===== src/rtl/axi_master_mux_pkg.sv =====
// Shared cache-side AXI definitions: request/response bundles and the
// channel-tag ID pack/unpack helpers used by the master mux.
package axi_master_mux_pkg;

  localparam int ADDR_W = 32;
  localparam int DATA_W = 32;

  typedef struct packed {
    logic [ADDR_W-1:0] addr;
    logic [7:0]        len;
    logic [2:0]        size;
    logic [1:0]        burst;
    logic              valid;
  } axi_ax_t;

  typedef struct packed {
    logic [DATA_W-1:0]   data;
    logic [DATA_W/8-1:0] strb;
    logic                last;
    logic                valid;
  } axi_w_t;

  typedef struct packed {
    logic [DATA_W-1:0] data;
    logic [1:0]        resp;
    logic              last;
    logic              valid;
  } axi_r_t;

  typedef struct packed {
    logic [1:0] resp;
    logic       valid;
  } axi_b_t;

  typedef struct packed {
    axi_ax_t ar;
    axi_ax_t aw;
    axi_w_t  w;
    logic    rready;
    logic    bready;
  } axi_req_t;

  typedef struct packed {
    logic   arready;
    logic   awready;
    logic   wready;
    axi_r_t r;
    axi_b_t b;
  } axi_resp_t;

  function automatic int axi_id_tag_w(input int n_masters, input int bus_width);
    return $clog2(n_masters) + bus_width;
  endfunction

  // Downstream IDs carry the originating channel above the upstream ID bits.
  function automatic logic [31:0] mux_id_pack(input logic [31:0] ch, input logic [31:0] id,
                                              input int bus_width);
    return (ch << bus_width) | id;
  endfunction

  function automatic logic [31:0] mux_id_ch(input logic [31:0] tag, input int bus_width);
    return tag >> bus_width;
  endfunction

  function automatic logic [31:0] mux_id_low(input logic [31:0] tag, input int bus_width);
    return tag & ((32'd1 << bus_width) - 32'd1);
  endfunction

endpackage


===== src/rtl/axi_master_mux_rr_arbiter.sv =====
// Round-robin arbiter whose grant is combinational while unlocked and frozen
// from the first stalled offer until the downstream handshake.
module rr_arbiter #(
  parameter int N  = 3,
  parameter int IW = $clog2(N)
) (
  input  logic          clk,
  input  logic          rst,
  input  logic [N-1:0]  req,
  input  logic          lock,
  input  logic          advance,
  output logic [N-1:0]  grant,
  output logic [IW-1:0] idx,
  output logic          active
);

  logic [IW-1:0] ptr;
  logic [IW-1:0] held_idx;
  logic          held;
  int            j;

  // NOTE: every output gets a default before the search so no latch is inferred.
  always_comb begin
    grant  = '0;
    idx    = held_idx;
    active = held;
    j      = 0;
    if (!held) begin
      // Descending scan: the lowest offset from ptr overwrites last and wins.
      for (int k = N - 1; k >= 0; k--) begin
        j = int'(ptr) + k;
        if (j >= N) j = j - N;
        if (req[j]) begin
          idx    = IW'(j);
          active = 1'b1;
        end
      end
    end
    if (active) grant[idx] = 1'b1;
  end

  // NOTE: state registers use non-blocking assignments only.
  always_ff @(posedge clk) begin
    if (rst) begin
      ptr      <= '0;
      held     <= 1'b0;
      held_idx <= '0;
    end else if (advance) begin
      held <= 1'b0;
      ptr  <= (idx == IW'(N - 1)) ? '0 : idx + 1'b1;
    end else if (lock) begin
      held     <= 1'b1;
      held_idx <= idx;
    end
  end

endmodule


===== src/rtl/axi_master_mux.sv =====
// Merges N_MASTERS cache-side AXI masters onto one tagged AXI port: RR AR/AW
// arbitration, W steered in AW-grant order, R/B routed by the ID channel tag.
module axi_master_mux
  import axi_master_mux_pkg::*;
#(
  parameter int N_MASTERS      = 3,
  parameter int BUS_WIDTH      = 4,
  parameter int CH_W           = $clog2(N_MASTERS),
  parameter int WR_OUTSTANDING = 4
) (
  input  logic                      clk,
  input  logic                      rst,
  input  axi_req_t                  m_axi_req  [N_MASTERS],
  input  logic [BUS_WIDTH-1:0]      m_arid     [N_MASTERS],
  input  logic [BUS_WIDTH-1:0]      m_awid     [N_MASTERS],
  input  logic [BUS_WIDTH-1:0]      m_wid      [N_MASTERS],
  output axi_resp_t                 m_axi_resp [N_MASTERS],
  output logic [BUS_WIDTH-1:0]      m_rid      [N_MASTERS],
  output logic [BUS_WIDTH-1:0]      m_bid      [N_MASTERS],
  output axi_req_t                  s_axi_req,
  output logic [CH_W+BUS_WIDTH-1:0] s_arid,
  output logic [CH_W+BUS_WIDTH-1:0] s_awid,
  output logic [CH_W+BUS_WIDTH-1:0] s_wid,
  input  axi_resp_t                 s_axi_resp,
  input  logic [CH_W+BUS_WIDTH-1:0] s_rid,
  input  logic [CH_W+BUS_WIDTH-1:0] s_bid
);

  localparam int IDW = CH_W + BUS_WIDTH;
  localparam int PW  = $clog2(WR_OUTSTANDING);

  logic [N_MASTERS-1:0] ar_req, aw_req, ar_gnt, aw_gnt;
  logic [CH_W-1:0]      ar_idx, aw_idx, head, r_ch, b_ch;
  logic                 ar_any, aw_any, ar_valid, aw_valid, r_hit, b_hit;
  logic                 full, empty, push, pop;

  logic [CH_W-1:0]      fifo_mem [WR_OUTSTANDING];
  logic [PW-1:0]        wr_ptr, rd_ptr;
  logic [PW:0]          count;

  always_comb begin
    ar_req = '0;
    aw_req = '0;
    for (int i = 0; i < N_MASTERS; i++) begin
      ar_req[i] = m_axi_req[i].ar.valid & ~rst;
      aw_req[i] = m_axi_req[i].aw.valid & ~rst & ~full;
    end
  end

  rr_arbiter #(.N(N_MASTERS), .IW(CH_W)) u_ar_arb (
    .clk(clk), .rst(rst), .req(ar_req),
    .lock(ar_valid & ~s_axi_resp.arready), .advance(ar_valid & s_axi_resp.arready),
    .grant(ar_gnt), .idx(ar_idx), .active(ar_any)
  );

  rr_arbiter #(.N(N_MASTERS), .IW(CH_W)) u_aw_arb (
    .clk(clk), .rst(rst), .req(aw_req),
    .lock(aw_valid & ~s_axi_resp.awready), .advance(push),
    .grant(aw_gnt), .idx(aw_idx), .active(aw_any)
  );

  assign ar_valid = ar_any & m_axi_req[ar_idx].ar.valid & ~rst;
  assign aw_valid = aw_any & m_axi_req[aw_idx].aw.valid & ~full & ~rst;

  assign push  = aw_valid & s_axi_resp.awready;
  assign pop   = s_axi_req.w.valid & s_axi_resp.wready & s_axi_req.w.last;
  assign full  = (count == (PW+1)'(WR_OUTSTANDING));
  assign empty = (count == '0);
  assign head  = fifo_mem[rd_ptr];

  always_ff @(posedge clk) begin
    if (rst) begin
      wr_ptr <= '0;
      rd_ptr <= '0;
      count  <= '0;
    end else begin
      if (push) wr_ptr <= wr_ptr + 1'b1;
      if (pop)  rd_ptr <= rd_ptr + 1'b1;
      count <= count + (PW+1)'(push) - (PW+1)'(pop);
    end
  end

  // NOTE: grant storage needs no reset; only entries below count are ever read.
  always_ff @(posedge clk) begin
    if (push) fifo_mem[wr_ptr] <= aw_idx;
  end

  assign r_ch  = CH_W'(mux_id_ch(32'(s_rid), BUS_WIDTH));
  assign b_ch  = CH_W'(mux_id_ch(32'(s_bid), BUS_WIDTH));
  assign r_hit = int'(r_ch) < N_MASTERS;
  assign b_hit = int'(b_ch) < N_MASTERS;

  assign s_arid = IDW'(mux_id_pack(32'(ar_idx), 32'(m_arid[ar_idx]), BUS_WIDTH));
  assign s_awid = IDW'(mux_id_pack(32'(aw_idx), 32'(m_awid[aw_idx]), BUS_WIDTH));
  assign s_wid  = IDW'(mux_id_pack(32'(head), 32'(m_wid[head]), BUS_WIDTH));

  always_comb begin
    s_axi_req          = '0;
    s_axi_req.ar       = m_axi_req[ar_idx].ar;
    s_axi_req.ar.valid = ar_valid;
    s_axi_req.aw       = m_axi_req[aw_idx].aw;
    s_axi_req.aw.valid = aw_valid;
    if (!empty) begin
      s_axi_req.w       = m_axi_req[head].w;
      s_axi_req.w.valid = m_axi_req[head].w.valid & ~rst;
    end
    // Beats tagged for a nonexistent channel are sunk so the bus never wedges.
    s_axi_req.rready = (r_hit ? m_axi_req[r_ch].rready : 1'b1) & ~rst;
    s_axi_req.bready = (b_hit ? m_axi_req[b_ch].bready : 1'b1) & ~rst;
  end

  always_comb begin
    for (int i = 0; i < N_MASTERS; i++) begin
      m_axi_resp[i]         = '0;
      m_axi_resp[i].arready = s_axi_resp.arready & ar_gnt[i] & ~rst;
      m_axi_resp[i].awready = s_axi_resp.awready & aw_gnt[i] & ~full & ~rst;
      m_axi_resp[i].wready  = s_axi_resp.wready & ~empty & (head == CH_W'(i)) & ~rst;
      m_axi_resp[i].r       = s_axi_resp.r;
      m_axi_resp[i].r.valid = s_axi_resp.r.valid & r_hit & (r_ch == CH_W'(i)) & ~rst;
      m_axi_resp[i].b       = s_axi_resp.b;
      m_axi_resp[i].b.valid = s_axi_resp.b.valid & b_hit & (b_ch == CH_W'(i)) & ~rst;
      m_rid[i] = BUS_WIDTH'(mux_id_low(32'(s_rid), BUS_WIDTH));
      m_bid[i] = BUS_WIDTH'(mux_id_low(32'(s_bid), BUS_WIDTH));
    end
  end

endmodule


===== config.mk =====
export PLATFORM = sky130hd
export DESIGN_NAME = axi_master_mux
export DESIGN_NICKNAME = d
export VERILOG_FILES = /design/src/rtl/axi_master_mux_pkg.sv /design/src/rtl/axi_master_mux_rr_arbiter.sv /design/src/rtl/axi_master_mux.sv
export SDC_FILE = /design/constraint.sdc
export NUM_CORES = 1
export LEC_CHECK = 0
export ABC_AREA = 1
export BUFFER_PORTS_ARGS = -buffer_cell sky130_fd_sc_hd__buf_4
export CORE_AREA = 2 2 306 308
export CTS_CLUSTER_SIZE = 24
export DETAILED_ROUTE_END_ITERATION = 6
export DIE_AREA = 0 0 308 310
export PLACE_DENSITY = 0.31
export SLEW_MARGIN = 20
export SYNTH_ARGS = -nofsm -noshare
export SYNTH_HDL_FRONTEND = slang
export SYNTH_SLANG_ARGS = --single-unit
export TNS_END_PERCENT = 10

===== constraint.sdc =====
create_clock -name clk -period 4.74 [get_ports clk]
set_clock_uncertainty 0.2 [all_clocks]
set_input_delay 0.237 -clock clk [delete_from_list [all_inputs] [get_ports clk]]
set_output_delay 0.237 -clock clk [all_outputs]
set_load 0.02 [all_outputs]

== Word level (Yosys, flattened, before mapping) ==
Memories as Yosys holds them, arrays and structs flattened. A register that Yosys moved wholly into a read port is not among the register bits.
Cells that the tools add are included.

* Add/sub/neg operators: 16
* $lt $le $gt $ge: 23
* Equal/unequal tests: 9
* Muxes and demuxes: 85
* Bitwise operators: 74
* Reductions and logical operators: 10

{| class="wikitable"
|+ Operators with widths
! cell !! number
|-
| 132-bit binary-select mux with 2-bit select || 5
|-
| 32-bit two-way mux || 12
|-
| 132-bit two-way mux || 2
|-
| 32-bit by 4-bit less-than comparator with 1-bit output, second input constant || 6
|-
| 86-bit two-way mux || 2
|-
| 32-bit by 3-bit >= comparator with 1-bit output, second input constant || 4
|-
| 32-bit by 3-bit subtractor with 32-bit output, second input constant || 4
|-
| 40-bit two-way mux || 2
|-
| 1-bit AND || 59
|-
| 38-bit two-way mux || 1
|-
| 1-bit two-way mux || 28
|-
| 2-bit two-way mux || 14
|-
| 4-bit binary-select mux with 2-bit select || 3
|-
| 4-bit two-way mux || 6
|-
| 6-bit by 4-bit OR with 6-bit output || 3
|-
| 3-bit >= comparator, second input constant || 5
|-
| 2-bit inverter with 3-bit output || 5
|-
| 1-bit binary-select mux with 2-bit select || 6
|-
| 2-bit == test, second input constant || 5
|-
| 2-bit by 1-bit adder with 2-bit output, second input constant || 4
|-
| 1-bit inverter || 7
|-
| 2-bit by 1-bit adder with 3-bit output, second input constant || 2
|-
| 2-bit by 2-bit adder with 3-bit output, second input constant || 2
|-
| 2-bit by 1-bit == test with 1-bit output, second input constant || 3
|-
| other kinds (15) || 27
|}

* Bits in registers: 17
* Memory bits (writable): 8
* Output and inout bits: 300
* Logic and storage cells: 227
* Memories kept: 1

{| class="wikitable"
|+ Memory list
! memory !! words !! width !! rd ports !! clocked after memory_dff !! write ports !! line !! text
|-
| fifo_mem || 4 || 2 || 1 || 1 || 1 || axi_master_mux.sv:37 || <nowiki>logic [CH_W-1:0] fifo_mem [WR_OUTSTANDING];</nowiki>
|}

== Logic depth before layout (Yosys ltp) ==
* Depth after elaboration: 21
* Mapped depth: 21
* Gate-level depth less buffers: 21

== Modules after synthesis ==
From an unflattened synthesis, not the netlist that was laid out.

* Cell total of the unflattened synthesis: 1143
* Area, all modules: 6328.6 um^2

{| class="wikitable"
|+ Modules (own cells, without submodules)
! module !! instances !! cells an instance !! area an instance (um^2) !! seq. area each (um^2)
|-
| axi_master_mux || 1 || 953 || 5248.8 || 420.4
|-
| rr_arbiter (u_aw_arb) || 1 || 96 || 564.3 || 100.1
|-
| rr_arbiter (u_ar_arb) || 1 || 94 || 515.5 || 100.1
|}

== Worst setup path before layout ==
No wires, ideal clock.

* Path kind: flip-flop to flip-flop
* Start point: reg u_aw_arb.ptr[0]
* End point: reg count[2]
* Arrival time: 2.663 ns
* Data required time: 4.470 ns
* Slack: 1.808 ns
* Cell stages (with the launch flop): 20
* Buffers on the path: 0
* Clock period less this slack: 2.932 ns
* Cell sequence: dfxtp_1 -> inv_1 -> ha_1 -> inv_1 -> nand3_2 -> nand3_1 -> nand2_1 -> nand3_2 -> nand2_1 -> nand2_1 -> nand3_1 -> nand3_2 -> nand3_4 -> inv_2 -> ha_1 -> inv_1 -> fa_1 -> inv_1 -> o21ai_0 -> a21oi_1

* Longest elaborated chain between the ends: 21
* Elaborated cells on any way between the ends: 41
* Classes of those cells: add/sub: 7; order compare: 3; mux: 26; bitwise: 5

{| class="wikitable"
|+ Ends and longest elaborated chain
! element !! line !! text
|-
| from (decl) || axi_master_mux_rr_arbiter.sv:17 || <nowiki>logic [IW-1:0] ptr;</nowiki>
|-
| from (signal assigned) || axi_master_mux_rr_arbiter.sv:50 || <nowiki>ptr <= (idx == IW'(N - 1)) ? '0 : idx + 1'b1;</nowiki>
|-
| 2-bit by 2-bit adder with 3-bit output || axi_master_mux_rr_arbiter.sv:31 || <nowiki>j = int'(ptr) + k;</nowiki>
|-
| 32-bit by 3-bit subtractor with 32-bit output / 32-bit by 3-bit >= comparator with 1-bit output (equally long branches) || axi_master_mux_rr_arbiter.sv:32 || <nowiki>if (j >= N) j = j - N;</nowiki>
|-
| 32-bit two-way mux || axi_master_mux_rr_arbiter.sv:32 ||
|-
| 32-bit two-way mux || axi_master_mux_rr_arbiter.sv:28 || <nowiki>if (!held) begin</nowiki>
|-
| 1-bit binary-select mux with 2-bit select || axi_master_mux_rr_arbiter.sv:33 || <nowiki>if (req[j]) begin</nowiki>
|-
| 1-bit two-way mux (not written as such) (2 in a row) || axi_master_mux_rr_arbiter.sv:33 ||
|-
| 2-bit two-way mux (3 in a row) || axi_master_mux_rr_arbiter.sv:33 ||
|-
| 2-bit two-way mux || axi_master_mux_rr_arbiter.sv:28 ||
|-
| 2-bit inverter with 3-bit output (not written as such) || axi_master_mux.sv:63 || <nowiki>assign aw_valid = aw_any & m_axi_req[aw_idx].aw.valid & ~full & ~rst;</nowiki>
|-
| 132-bit binary-select mux with 2-bit select || axi_master_mux.sv:63 ||
|-
| 86-bit two-way mux (2 in a row) || n/a ||
|-
| 1-bit AND * (3 in a row) || axi_master_mux.sv:63 ||
|-
| 1-bit AND * || axi_master_mux.sv:65 || <nowiki>assign push = aw_valid & s_axi_resp.awready;</nowiki>
|-
| net push || axi_master_mux.sv:35 || <nowiki>logic full, empty, push, pop;</nowiki>
|-
| 3-bit by 1-bit adder with 3-bit output * || axi_master_mux.sv:79 || <nowiki>count <= count + (PW+1)'(push) - (PW+1)'(pop);</nowiki>
|-
| 3-bit by 1-bit subtractor with 3-bit output * || axi_master_mux.sv:79 ||
|-
| to (signal assigned) || axi_master_mux.sv:79 ||
|-
| to (decl) || axi_master_mux.sv:39 || <nowiki>logic [PW:0] count;</nowiki>
|}

Mark *: on every way through the listed nets, which the timed path passes. The rest lies on a longest branch. The select of a mux whose other input is x is not followed.
A chain may end at the register's enable or synchronous reset.

==> qor.csv <==
stage,metric,value,unit
die,rows,112,
flow_run,max_cap_viol_count,0,
cts,clock_tree.root_cell,clkbuf_16,
worst_setup_path,r2r_setup_slack,1.35,ns
power_and_ir_drop,powerDensity,468,nW/um2
timing,slew_headroom,41.8,%
power_and_ir_drop,comb_power_share,89.7,%
worst_setup_path,path_max_fanout,33,
worst_setup_path,cp_slowest_cell,nor2_4,
timing,rsz0062_at_grt,no,
placement,port_buffers,607,
logic_synthesis,syn_inst,1036,
layout,drive_above_1_share,44.7,%
hold_path,hold_path.startpoint,rst,
timing,setup_ws,1.00,ns
route,dr.pass1.iters,5,
die,die_h,310,um
worst_setup_path,cp.arrival,3.30,ns
cts,clock_latency,0.28,ns
timing,final.setup.tns,0,ns
cts,tritoncts,yes,
cts,cts_setup_buffers,0,
timing,finalCritPeriodShare,78.8,%
power_and_ir_drop,intPower,0.00202,W
worst_setup_path,critPathKind,reg2out,
power_and_ir_drop,swShare,59.9,%
route,route.detailed.drc,0,
worst_setup_path,crit_buf_inv,5,
die,core,92500,um2
cts,cts_hold_buf,0,
placement,dp_slack,1.32,ns
cts,ctsResizeCount,0,
route,vias_per_cell,3.24,
timing,clock.fmax,268,MHz
power_and_ir_drop,vdd_drop_max,0.237,mV
global_routing,grt_max_degree,102,
timing,slew_viol_final,0,
logic_synthesis,yosys.cell_types.count,33,
layout,final_nets,1964,
route,antenna_left,0,
worst_setup_path,path_delay_family,simple AND/OR/NAND/NOR gates,
placement,gp_congestion,0.844,
worst_setup_path,start_kind,flop,
cts,clk_pin_slew_worst_paths,0.08,ns
worst_setup_path,timing.rr.end,count[2]$_SDFF_PP0_,
worst_setup_path,cp_cell_sequence,"inv_1, ha_1, inv_1, nand3_2, nand3_1, nand3_1, nand2_1, inv_1, nand2_1, nand2_1, nand2_2, inv_2, nor2_4, nand2_1, nand3_1, buf_4",
global_routing,grt_pass1_vias,8522,
logic_synthesis,ys_ff_latch,27,
logic_synthesis,synth_fp_nets,1535,
route,wire_per_inst,15.6,um
timing,setup-violations-final,0,
global_routing,antenna_found_initial,4,
layout,seqCellArea,621,um2
layout,utilization,11.6,%
logic_synthesis,syn-cell-area,5770,um2
worst_setup_path,end_kind,output port,
power_and_ir_drop,p_clk_share,4.3,%
placement,dp_hpwl,35.9,mm
route,via_count,8638,
worst_setup_path,crit_path_frequent_cell,nand2_1,
logic_synthesis,ys_seq_area_share,10.7,%
cts,numCtsBuffers,3,
die,ios,788,
timing,worst_pin_slew,0.873,ns
timing,fin_crit,3.74,ns
layout,syn2layout_area_growth,86.2,%
hold_path,hold_path_class,in2reg,
hold_path,min_path_cells,2,
worst_setup_path,rr_worst_depth,19,
power_and_ir_drop,leakage,5.17,nW
cts,clock-sinks,27,
die,initial_core_util,6.24,%
worst_setup_path,cp.required,4.30,ns
power_and_ir_drop,p_switching,0.00302,W
power_and_ir_drop,p_total,0.00503,W
layout,nFillCells,10923,
logic_synthesis,syn_avg_cell_area,5.57,um2
cts,cts-htree-levels,1,
power_and_ir_drop,seq_power_share,6.0,%
timing,hold_viol,0,
worst_setup_path,r2r-start,u_aw_arb.ptr[0]$_SDFFE_PP0P_,
die,dieArea,95500,um2
worst_setup_path,critical-path-max-stage-delay,0.63,ns
route,drt_iter0_drc,550,
global_routing,grt_first_pass_wirelength,56.9,mm
global_routing,track_usage,8.04,%
hold_path,min_to,count[1]$_SDFF_PP0_,
timing,fin_hold_ws,0.113,ns
logic_synthesis,yosys_warnings,0,
layout,multi_input_area,3600,um2
die,chipWidth,308,um
route,totalWireLength,41.6,mm
global_routing,gr-total-overflow,0,
run_status,status,completed,
cts,clockBufferDepth,2,
-- final cells by class --
cell class,instances,share of cell area [%]
multi-input combinational,746,33.5
clock buffer,3,0.698
tap,1197,13.9
antenna,2,0.0466
inverter,65,2.32
sequential,27,5.77
clock inverter,1,0.0815
timing repair buffer,622,43.7
-- Yosys cell counts (all sizes together) --
library cell,n,area share [%]
o21a,1,0.13
fa,1,0.35
o211ai,1,0.13
nor2,50,3.6
edfxtp,8,4.2
a31o,1,0.15
o21ai,10,0.87
xnor2,1,0.15
nand4,7,0.76
a21oi,14,1.3
nor3,12,1.0
nand2,361,24
a22oi,45,5.9
dfxtp,19,6.6
ha,10,2.2
clkinv,2,0.13
nand3,193,17
a31oi,38,4.1
buf,178,22
and3,1,0.11
clkbuf,20,1.3
inv,63,4.2
-- flip-flops by register name, indices dropped and copies added (netlist names), named ones only --
signal             count
count                  3
fifo_mem               8
rd_ptr                 2
u_ar_arb.held          1
u_ar_arb.held_idx      2
u_ar_arb.ptr           2
u_aw_arb.held          1
u_aw_arb.held_idx      2
u_aw_arb.ptr           2
wr_ptr                 2
-- metrics by stage --
stage / area [um2] / std cells
floorplan: 5770 / 1036
global placement: 10700 / 2657
detailed placement: 10700 / 2657
CTS: 10700 / 2661
global route: 10700 / 2661
finish: 10800 / 2663
-- worst max path at each step --
stage / to / startpoint / cells past startpoint / slack (ns)
final: s_axi_req[62] / u_aw_arb.ptr[0]$_SDFFE_PP0P_ / 16 / 1.00
after global routing: s_axi_req[118] / u_ar_arb.ptr[0]$_SDFFE_PP0P_ / 18 / 0.69
after CTS: s_axi_req[118] / u_ar_arb.ptr[0]$_SDFFE_PP0P_ / 18 / 0.96
after detailed placement: s_axi_req[118] / u_ar_arb.ptr[0]$_SDFFE_PP0P_ / 18 / 1.32
after global placement: s_axi_req[62] / u_aw_arb.ptr[0]$_SDFFE_PP0P_ / 16 / 1.35
after floorplan: count[2]$_SDFF_PP0_ / u_aw_arb.ptr[0]$_SDFFE_PP0P_ / 19 / 1.81
-- cells in the final DEF (no fill, tap or decap), types with 6 or more instances in the layout --
cell type / instances
nor2_1: 42
a31oi_1: 38
inv_1: 57
nand2_1: 357
nor3_1: 12
o21ai_0: 10
a22oi_1: 45
ha_1: 10
a21oi_1: 12
edfxtp_1: 8
nand3_1: 186
nand3_2: 6
nand4_1: 7
dfxtp_1: 19
buf_4: 620
-- power by group through the flow --
stage / combinational, W / sequential (W) / clock, W
floorplan: 0.00266 / 0.000300 / 0
global placement: 0.00459 / 0.000308 / 0
detailed placement: 0.00457 / 0.000307 / 0
CTS: 0.00459 / 0.000302 / 0.000238
global route: 0.00489 / 0.000306 / 0.000243
finish: 0.00451 / 0.000302 / 0.000217
-- logic make-up after synthesis --
family,Yosys count,synth area share [%]
xor gates and xnor gates,1,0.152
AOI/OAI and AO/OA,110,12.6
and+or+nand+nor,624,46.7
adders and majority gates,11,2.51
buffers and inverters,263,27.3
DFF,27,10.7
-- routing by layer --
metal | track usage (%) | wire length, um | up-vias | part of all wire, %
li1 | - | - | 4148 | -
met1 | 9.10 | 15600 | 3862 | 37
met4 | 2.00 | 873 | 6 | 2.1
met5 | 0 | 31 | - | 0.074
met2 | 13.0 | 19600 | 562 | 47
met3 | 4.53 | 5510 | 60 | 13
Power figures use the tool's default switching activity.
